[src/rtl/conv_layer_engine.sv]
// conv_layer_engine: address and strobe sequencer for one convolution layer.
// It walks every output window (oc, oy, ox) and each kernel tap (ky, kx),
// issuing one read per cycle. It then delays the read strobe to drive the MAC
// enables and the result write.
// Optional build macro CONV_STALL_EN adds a 'stall' input. While stall is high
// in RUN or DRAIN, the sequencer and its delay pipeline freeze.
module conv_layer_engine #(
    parameter int IN_W   = 32,
    parameter int K      = 5,
    parameter int OUT_CH = 6,
    parameter int ADDR_W = 13
) (
    input  logic              clk,
    input  logic              rst,
    input  logic              en,
`ifdef CONV_STALL_EN
    input  logic              stall,
`endif
    output logic              done,
    output logic [ADDR_W-1:0] in_addr,
    output logic [ADDR_W-1:0] w_addr,
    output logic              rd_en,
    output logic              mac_en,
    output logic              mac_first,
    output logic [ADDR_W-1:0] out_addr,
    output logic              wr_en
);

    localparam int OUT_W = IN_W - K + 1;
    localparam int KCW   = (K > 1)      ? $clog2(K)      : 1;
    localparam int OWCW  = (OUT_W > 1)  ? $clog2(OUT_W)  : 1;
    localparam int OCCW  = (OUT_CH > 1) ? $clog2(OUT_CH) : 1;

    localparam logic [KCW-1:0]  K_MAX  = KCW'(K - 1);
    localparam logic [OWCW-1:0] OW_MAX = OWCW'(OUT_W - 1);
    localparam logic [OCCW-1:0] OC_MAX = OCCW'(OUT_CH - 1);

    localparam logic [ADDR_W-1:0] A_IN_W = ADDR_W'(IN_W);
    localparam logic [ADDR_W-1:0] A_K    = ADDR_W'(K);
    localparam logic [ADDR_W-1:0] A_KK   = ADDR_W'(K * K);
    localparam logic [ADDR_W-1:0] A_OW   = ADDR_W'(OUT_W);
    localparam logic [ADDR_W-1:0] A_OWW  = ADDR_W'(OUT_W * OUT_W);

    typedef enum logic [1:0] {IDLE, RUN, DRAIN, DONE} state_t;

    state_t state_q, state_d;
    logic   drain_q, drain_d;

    logic [KCW-1:0]  kx_q, kx_d, ky_q, ky_d;
    logic [OWCW-1:0] ox_q, ox_d, oy_q, oy_d;
    logic [OCCW-1:0] oc_q, oc_d;

    // Read-to-MAC stage (1-cycle memory latency) and MAC-to-write stage
    logic              v1_q, v1_d;
    logic              first1_q, first1_d;
    logic              last1_q, last1_d;
    logic [ADDR_W-1:0] oaddr1_q, oaddr1_d;
    logic              wr_q, wr_d;
    logic [ADDR_W-1:0] oaddr2_q, oaddr2_d;

    logic              stall_w;
    logic              active;
    logic              freeze;
    logic              abort;
    logic              fire;
    logic              last_rd;
    logic [ADDR_W-1:0] win_oaddr;

`ifdef CONV_STALL_EN
    assign stall_w = stall;
`else
    assign stall_w = 1'b0;
`endif

    assign active  = (state_q == RUN) || (state_q == DRAIN);
    assign freeze  = stall_w && active;
    assign abort   = active && !en;
    assign fire    = (state_q == RUN) && !freeze;
    assign last_rd = (kx_q == K_MAX) && (ky_q == K_MAX) && (ox_q == OW_MAX) &&
                     (oy_q == OW_MAX) && (oc_q == OC_MAX);

    // Read and window addresses derived directly from the loop counters
    always_comb begin
        in_addr   = (ADDR_W'(oy_q) + ADDR_W'(ky_q)) * A_IN_W + ADDR_W'(ox_q) + ADDR_W'(kx_q);
        w_addr    = ADDR_W'(oc_q) * A_KK + ADDR_W'(ky_q) * A_K + ADDR_W'(kx_q);
        win_oaddr = ADDR_W'(oc_q) * A_OWW + ADDR_W'(oy_q) * A_OW + ADDR_W'(ox_q);
    end

    // Layer FSM next-state; en low aborts even while stalled
    always_comb begin
        state_d = state_q;
        drain_d = drain_q;
        case (state_q)
            IDLE: begin
                if (en) state_d = RUN;
            end
            RUN: begin
                drain_d = 1'b0;
                if (!en)                  state_d = IDLE;
                else if (fire && last_rd) state_d = DRAIN;
            end
            DRAIN: begin
                if (!en) begin
                    state_d = IDLE;
                end else if (!freeze) begin
                    if (drain_q) state_d = DONE;
                    else         drain_d = 1'b1;
                end
            end
            DONE: begin
                if (!en) state_d = IDLE;
            end
            default: state_d = IDLE;
        endcase
    end

    // Nested kx/ky/ox/oy/oc counters, one step per issued read
    always_comb begin
        kx_d = kx_q;
        ky_d = ky_q;
        ox_d = ox_q;
        oy_d = oy_q;
        oc_d = oc_q;
        if (abort) begin
            kx_d = '0;
            ky_d = '0;
            ox_d = '0;
            oy_d = '0;
            oc_d = '0;
        end else if (fire) begin
            if (kx_q != K_MAX) begin
                kx_d = kx_q + 1'b1;
            end else begin
                kx_d = '0;
                if (ky_q != K_MAX) begin
                    ky_d = ky_q + 1'b1;
                end else begin
                    ky_d = '0;
                    if (ox_q != OW_MAX) begin
                        ox_d = ox_q + 1'b1;
                    end else begin
                        ox_d = '0;
                        if (oy_q != OW_MAX) begin
                            oy_d = oy_q + 1'b1;
                        end else begin
                            oy_d = '0;
                            if (oc_q != OC_MAX) oc_d = oc_q + 1'b1;
                            else                oc_d = '0;
                        end
                    end
                end
            end
        end
    end

    // Delay pipeline carrying read qualifiers to the MAC and write stages
    always_comb begin
        v1_d     = v1_q;
        first1_d = first1_q;
        last1_d  = last1_q;
        oaddr1_d = oaddr1_q;
        wr_d     = wr_q;
        oaddr2_d = oaddr2_q;
        if (abort) begin
            v1_d     = 1'b0;
            first1_d = 1'b0;
            last1_d  = 1'b0;
            wr_d     = 1'b0;
        end else if (!freeze) begin
            v1_d     = fire;
            first1_d = fire && (kx_q == '0) && (ky_q == '0);
            last1_d  = fire && (kx_q == K_MAX) && (ky_q == K_MAX);
            oaddr1_d = win_oaddr;
            wr_d     = v1_q && last1_q;
            if (v1_q && last1_q) oaddr2_d = oaddr1_q;
        end
    end

    // Output strobes are masked while frozen so nothing is consumed twice
    always_comb begin
        done      = (state_q == DONE);
        rd_en     = fire;
        mac_en    = v1_q && !freeze;
        mac_first = v1_q && first1_q && !freeze;
        wr_en     = wr_q && !freeze;
        out_addr  = oaddr2_q;
    end

    // State, counter and pipeline registers with synchronous reset
    always_ff @(posedge clk) begin
        if (rst) begin
            state_q  <= IDLE;
            drain_q  <= 1'b0;
            kx_q     <= '0;
            ky_q     <= '0;
            ox_q     <= '0;
            oy_q     <= '0;
            oc_q     <= '0;
            v1_q     <= 1'b0;
            first1_q <= 1'b0;
            last1_q  <= 1'b0;
            oaddr1_q <= '0;
            wr_q     <= 1'b0;
            oaddr2_q <= '0;
        end else begin
            state_q  <= state_d;
            drain_q  <= drain_d;
            kx_q     <= kx_d;
            ky_q     <= ky_d;
            ox_q     <= ox_d;
            oy_q     <= oy_d;
            oc_q     <= oc_d;
            v1_q     <= v1_d;
            first1_q <= first1_d;
            last1_q  <= last1_d;
            oaddr1_q <= oaddr1_d;
            wr_q     <= wr_d;
            oaddr2_q <= oaddr2_d;
        end
    end

endmodule

[config.mk]
export PLATFORM = sky130hd
export DESIGN_NAME = conv_layer_engine
export DESIGN_NICKNAME = d
export VERILOG_FILES = /design/src/rtl/conv_layer_engine.sv
export SDC_FILE = /design/constraint.sdc
export NUM_CORES = 1
export LEC_CHECK = 0
export CORE_UTILIZATION = 40
export CTS_CLUSTER_DIAMETER = 100
export CTS_CLUSTER_SIZE = 16
export DETAILED_ROUTE_END_ITERATION = 10
export DONT_BUFFER_PORTS = 1
export PLACE_DENSITY = 0.6
export RECOVER_POWER = 50
export SLEW_MARGIN = 10
export SYNTH_ARGS = -nofsm -noshare
export SYNTH_HDL_FRONTEND = slang
export SYNTH_SLANG_ARGS = --single-unit
[constraint.sdc]
create_clock -name clk -period 3.76 [get_ports clk]
set_input_delay 0.752 -clock clk [delete_from_list [all_inputs] [get_ports clk]]
set_output_delay 0.752 -clock clk [all_outputs]
set_load 0.01 [all_outputs]
; ---- Yosys cells after proc, flatten, opt, wreduce, memory -nomap -nowiden
; Index checks and enable logic that the tools add are counted.
[word_totals]
mem_bits_rw = 0
mem_bits_ro = 0
memories = 0
latchBits = 0
regBits = 52
output_inout_bits = 44
word_cells = 92
[classes]
n_lt_le_gt_ge = 0
n_div = 0
eq_ne = 18
bitwise = 5
n_shift = 0
reduce_logical = 26
mux = 14
addsub = 12
multipliers = 4
[ops]
columns = op, count
row1 = 12-bit by 3-bit adder with 13-bit output, 1
row2 = 13-bit by 10-bit adder with 13-bit output, 1
row3 = 13-bit by 5-bit adder with 13-bit output, 1
row4 = 11-bit by 5-bit adder with 12-bit output, 1
row5 = 1-bit logical AND, 12
row6 = 2-bit 2-to-1 mux, 6
row7 = "3-bit != test, second input constant", 4
row8 = "5-bit by 1-bit adder with 5-bit output, second input constant", 2
row9 = 9-bit by 3-bit adder with 10-bit output, 1
row10 = "5-bit equality test, second input constant", 2
row11 = 5-bit 2-to-1 mux, 2
row12 = "5-bit != test, second input constant", 2
row13 = "3-bit by 1-bit adder with 3-bit output, second input constant", 3
row14 = 8-bit by 6-bit adder with 9-bit output, 1
row15 = "3-bit equality test, second input constant", 3
row16 = "3-bit by 6-bit multiplier with 9-bit output, second input constant", 1
row17 = 3-bit 2-to-1 mux, 3
row18 = "3-bit by 5-bit multiplier with 8-bit output, second input constant", 1
row19 = "5-bit by 3-bit multiplier with 8-bit output, second input constant", 1
row20 = 2-bit case mux with 4 select lines, 1
row21 = 4-bit AND reduction, 2
row22 = 5-bit by 3-bit adder with 6-bit output, 1
row23 = 3-bit zero test, 2
row24 = "3-bit by 3-bit multiplier with 6-bit output, second input constant", 1
row25 = 15 further kinds, 24

; ---- Longest topological paths before layout
[logic_depth]
word_depth = 9
mapped_depth = 13
depth_no_buf = 13

; ---- Least setup slack after synthesis
; No wires, ideal clock.
[synth_path]
kind = register to output
startpoint = register ky_q[2]
endpoint = output w_addr[7]
t_arrival_ns = 3.009
setup_slack_ns = -0.001
path_stages_with_launch = 13
t_required_ns = 3.008
cell_sequence = dfxtp_1 ha_1 ha_1 ha_1 inv_1 fa_1 inv_1 fa_1 a21o_1 a21oi_1 o21bai_1 a21oi_1 xnor2_1
[synth_via]
elab_chain_len = 3
[synth_lines]
columns = element, line
row1 = from (decl), 49  ; logic [KCW-1:0] kx_q, kx_d, ky_q, ky_d;
row2 = from (signal assigned), 209  ; ky_q <= ky_d;
row3 = 3-bit by 3-bit multiplier with 6-bit output, 85  ; w_addr = ADDR_W'(oc_q) * A_KK + ADDR_W'(ky_q) * A_K + ADDR_W'(kx_q);
row4 = 8-bit by 6-bit adder with 9-bit output, 85
row5 = 9-bit by 3-bit adder with 10-bit output, 85
row6 = to (decl), 21  ; output logic [ADDR_W-1:0] w_addr,
; No other way between the ends.

; ---- Final worst setup path
; Same ends and word-level chain as after synthesis.

==> metrics.csv <==
metric,value,unit
outcome,finished with violations,
violations,setup timing,
rsz0062_at_grt,yes,
synthTopCellsByArea,"dfxtp_1 (27%), ha_1 (21%), fa_1 (6.7%)",
routed-via-count,2943,
fin_crit_sh,1.013,
worstMarginPinSlew,1.445,ns
cts.sinks,52,
final_area,4234,um^2
clkTransAtPathRegs,0.10,ns
fin_skew,0.008138,ns
viasPerCell,5.074,
hold_class,reg -> reg,
hold_viol,0,
min_period,3.807,ns
fin_cells,580,
die_w,100.7,um
rows,35,
syn_inst,447,
critPathKind,reg -> out,
place.gp.congestion,0.8130,
worst-path-buf-inv,2,
ir_drop,133.5,uV
ys_warn_count,0,
synth_edf_count,0,
post_dp_cell_area,4056,um^2
firstDrtPassIters,4,
numCtsBuffers,5,
routedWlPerCell,12.97,um
cp-start-kind,register,
synthFlopType,dfxtp_1,
reg2reg_depth,11,
max_slew_margin,0.02779,
grt_antenna_before_repair,0,
clkLatencyLatePin,0.31,ns
worst_ep_required_time,3.01,ns
grt_pass1_wl,13.32,mm
finish.utilization,0.4539,
avgSynthCellArea,8.725,um^2
cp_max_fo,2,
p_leak,2.028,nW
cts_tree,yes,
slew_viol_final,0,
ys_ff_latch,52,
port_buffers,0,
ys_async_sr_fraction,0,
drtIter0Drc,79,
ctsHtreeMaxLevel,2,
die-area,10150,um^2
die_h,100.7,um
critPathTopFamily,adder cells,
synth_top_area_frac,0.2669,
fin_ws,-0.04706,ns
start_util,0.4181,
endpoint_kind,primary output,
critPathMostFrequentCell,ha_4,
grt_pass1_vias,2921,
synth_cell_types,44,
yosysSeqAreaShare,0.2669,
setup_violations,1,
reg2reg_from,oy_q[0],
max_stage_delay,0.48,ns
hold_depth,2,
synth_top_area_cell,dfxtp_1,
areaGrowthSynthToFinish,8.566,%
cp_slowest_cell,fa_1,
grt_overflow,0,
r2r_end,oaddr1_q[10],
core,9328,um^2
drcViolationCount,0,
fmax,262.7,MHz
cap_violations,0,
cts_root_buffer,clkbuf_8,
min_to,oaddr1_q[8],
dp_hpwl,6.058,mm
netlist_area,3900,um^2
min_from,oaddr1_q[8],
drt-total-wl,7.521,mm
dp_cells,571,
power_density,230.5,nW/um^2
io_pins,47,
hold_buffers,0,
nets,533,
ff2ff_setup_slack,0.27,ns
grt_max_degree,33,
insertedDiodeCount,0,
grt_use_total,0.1625,
cts_buffer_depth,2,
crit_chain,ha_4 > ha_4 > ha_4 > inv_2 > fa_1 > inv_2 > fa_2 > a21o_1 > a21oi_2 > o21bai_1 > a21oi_2 > xnor2_2,
arrival,3.06,ns
final_layout_size_suffix_gt1_frac,0.09756,
postRouteAntennaNets,0,
## per-layer routing
metal,global-route usage,vias to the layer above,part of all wire
li1,-,1529,-
met1,0.2090,1350,0.49
met2,0.2871,55,0.46
met3,0.02566,9,0.034
met4,0.03344,0,0.011
met5,0,-,0
## cell usage after synthesis (all sizes together) (6+ instances only)
master / count
a21oi: 49
inv: 29
o21ai: 11
fa: 13
nand3: 11
nor3: 10
ha: 67
xnor2: 20
nand2b: 6
nand2: 59
clkbuf: 12
xor2: 8
a21o: 12
dfxtp: 52
buf: 8
nor2: 31
## through the flow
| step | hold slack [ns] | setup slack [ns] | power, mW | TNS (ns) |
|---|---|---|---|---|
| 2_1_floorplan | 0.4319 | 0.04029 | 0.6540 | 0 |
| 3_3_place_gp | 0.4352 | 0.03097 | 0.6614 | 0 |
| 3_5_place_dp | 0.4412 | -0.03719 | 0.6645 | -0.03719 |
| 4_1_cts | 0.4552 | -0.09618 | 0.9941 | -0.09618 |
| 5_1_grt | 0.4706 | -0.1848 | 1.028 | -0.3358 |
| 6_report | 0.4527 | -0.04706 | 0.9760 | -0.04706 |
## logic make-up (layout without fill, tap and decap cells)
logic type | Yosys count | count (layout) | synth area share
simple gates | 139 | 139 | 0.1729
compound gates | 92 | 92 | 0.1441
fa+ha+maj | 80 | 80 | 0.2817
flops | 52 | 52 | 0.2669
buf+inv | 49 | 49 | 0.05486
xor+xnor | 28 | 28 | 0.06288
mux | 6 | 6 | 0.01572
other cells | 1 | 5 | 0.0009615
## layout make-up
cell class	count	area, um^2
Clock inverter	3	21.27
Clock buffer	5	68.82
Sequential cell	52	1049
Timing Repair Buffer	12	86.33
Fill cell	955	5094
Tap cell	129	161.4
Multi-Input combinational cell	350	2739
Inverter	29	108.9
## worst register-to-register path, cell delays in order (launching register included)
cell     delay (ns)
dfxtp_1        0.51
fa_1           0.45
ha_1           0.22
fa_1           0.41
xor2_1         0.16
ha_1           0.28
ha_1           0.37
a21o_1         0.20
a21oi_1        0.29
a21oi_1        0.15
o21a_1         0.19
o31ai_1        0.20
## what timing repair did
| item | CTS | global route |
|---|---|---|
| endpoints found under the setup margin | 5 | 6 |
| endpoints found under the hold margin | 0 | 0 |
| resized for setup | 12 | 7 |
| buffers inserted | 1 | 0 |
| pin swaps | 12 | 8 |
## how the worst max path moves through the flow
stage	startpoint	end	slack, ns	cells after the start
CTS	ky_q[2]	w_addr[7]	-0.1	12
detailed placement	ky_q[0]	w_addr[7]	-0.04	12
global route	oc_q[1]	w_addr[7]	-0.18	13
global placement	ky_q[0]	w_addr[7]	0.03	12
floorplan	ky_q[0]	w_addr[7]	0.04	12
finish	ky_q[2]	w_addr[7]	-0.05	12
## flip-flops by register name, indices dropped and copies added, names as in the netlist
| name | flops |
|---|---|
| out_addr | 13 |
| oc_q | 3 |
| last1_q | 1 |
| mac_en | 1 |
| oy_q | 5 |
| first1_q | 1 |
| kx_q | 3 |
| wr_en | 1 |
| state_q | 2 |
| ox_q | 5 |
| oaddr1_q | 13 |
| drain_q | 1 |
| ky_q | 3 |
## placed cells by master, fill, tap and decap left out, types with 8 or more instances in the layout
| cell | instances |
|---|---|
| o21ai_0 | 10 |
| nand2_1 | 59 |
| a21oi_1 | 45 |
| xor2_1 | 8 |
| inv_1 | 27 |
| xnor2_1 | 18 |
| buf_4 | 11 |
| a21o_1 | 12 |
| nor2_1 | 31 |
| fa_1 | 12 |
| nand3_1 | 10 |
| nor3_1 | 10 |
| dfxtp_1 | 46 |
| ha_1 | 62 |
## power by group
part	total [mW]	leakage (nW)	switching [mW]	internal, mW
Clock	0.327	0.0445	0.194	0.133
Sequential	0.568	0.423	0.00929	0.559
Combinational	0.0811	1.56	0.0546	0.0265
Total	0.976	2.03	0.258	0.718
(Power assumes the default switching activity.)
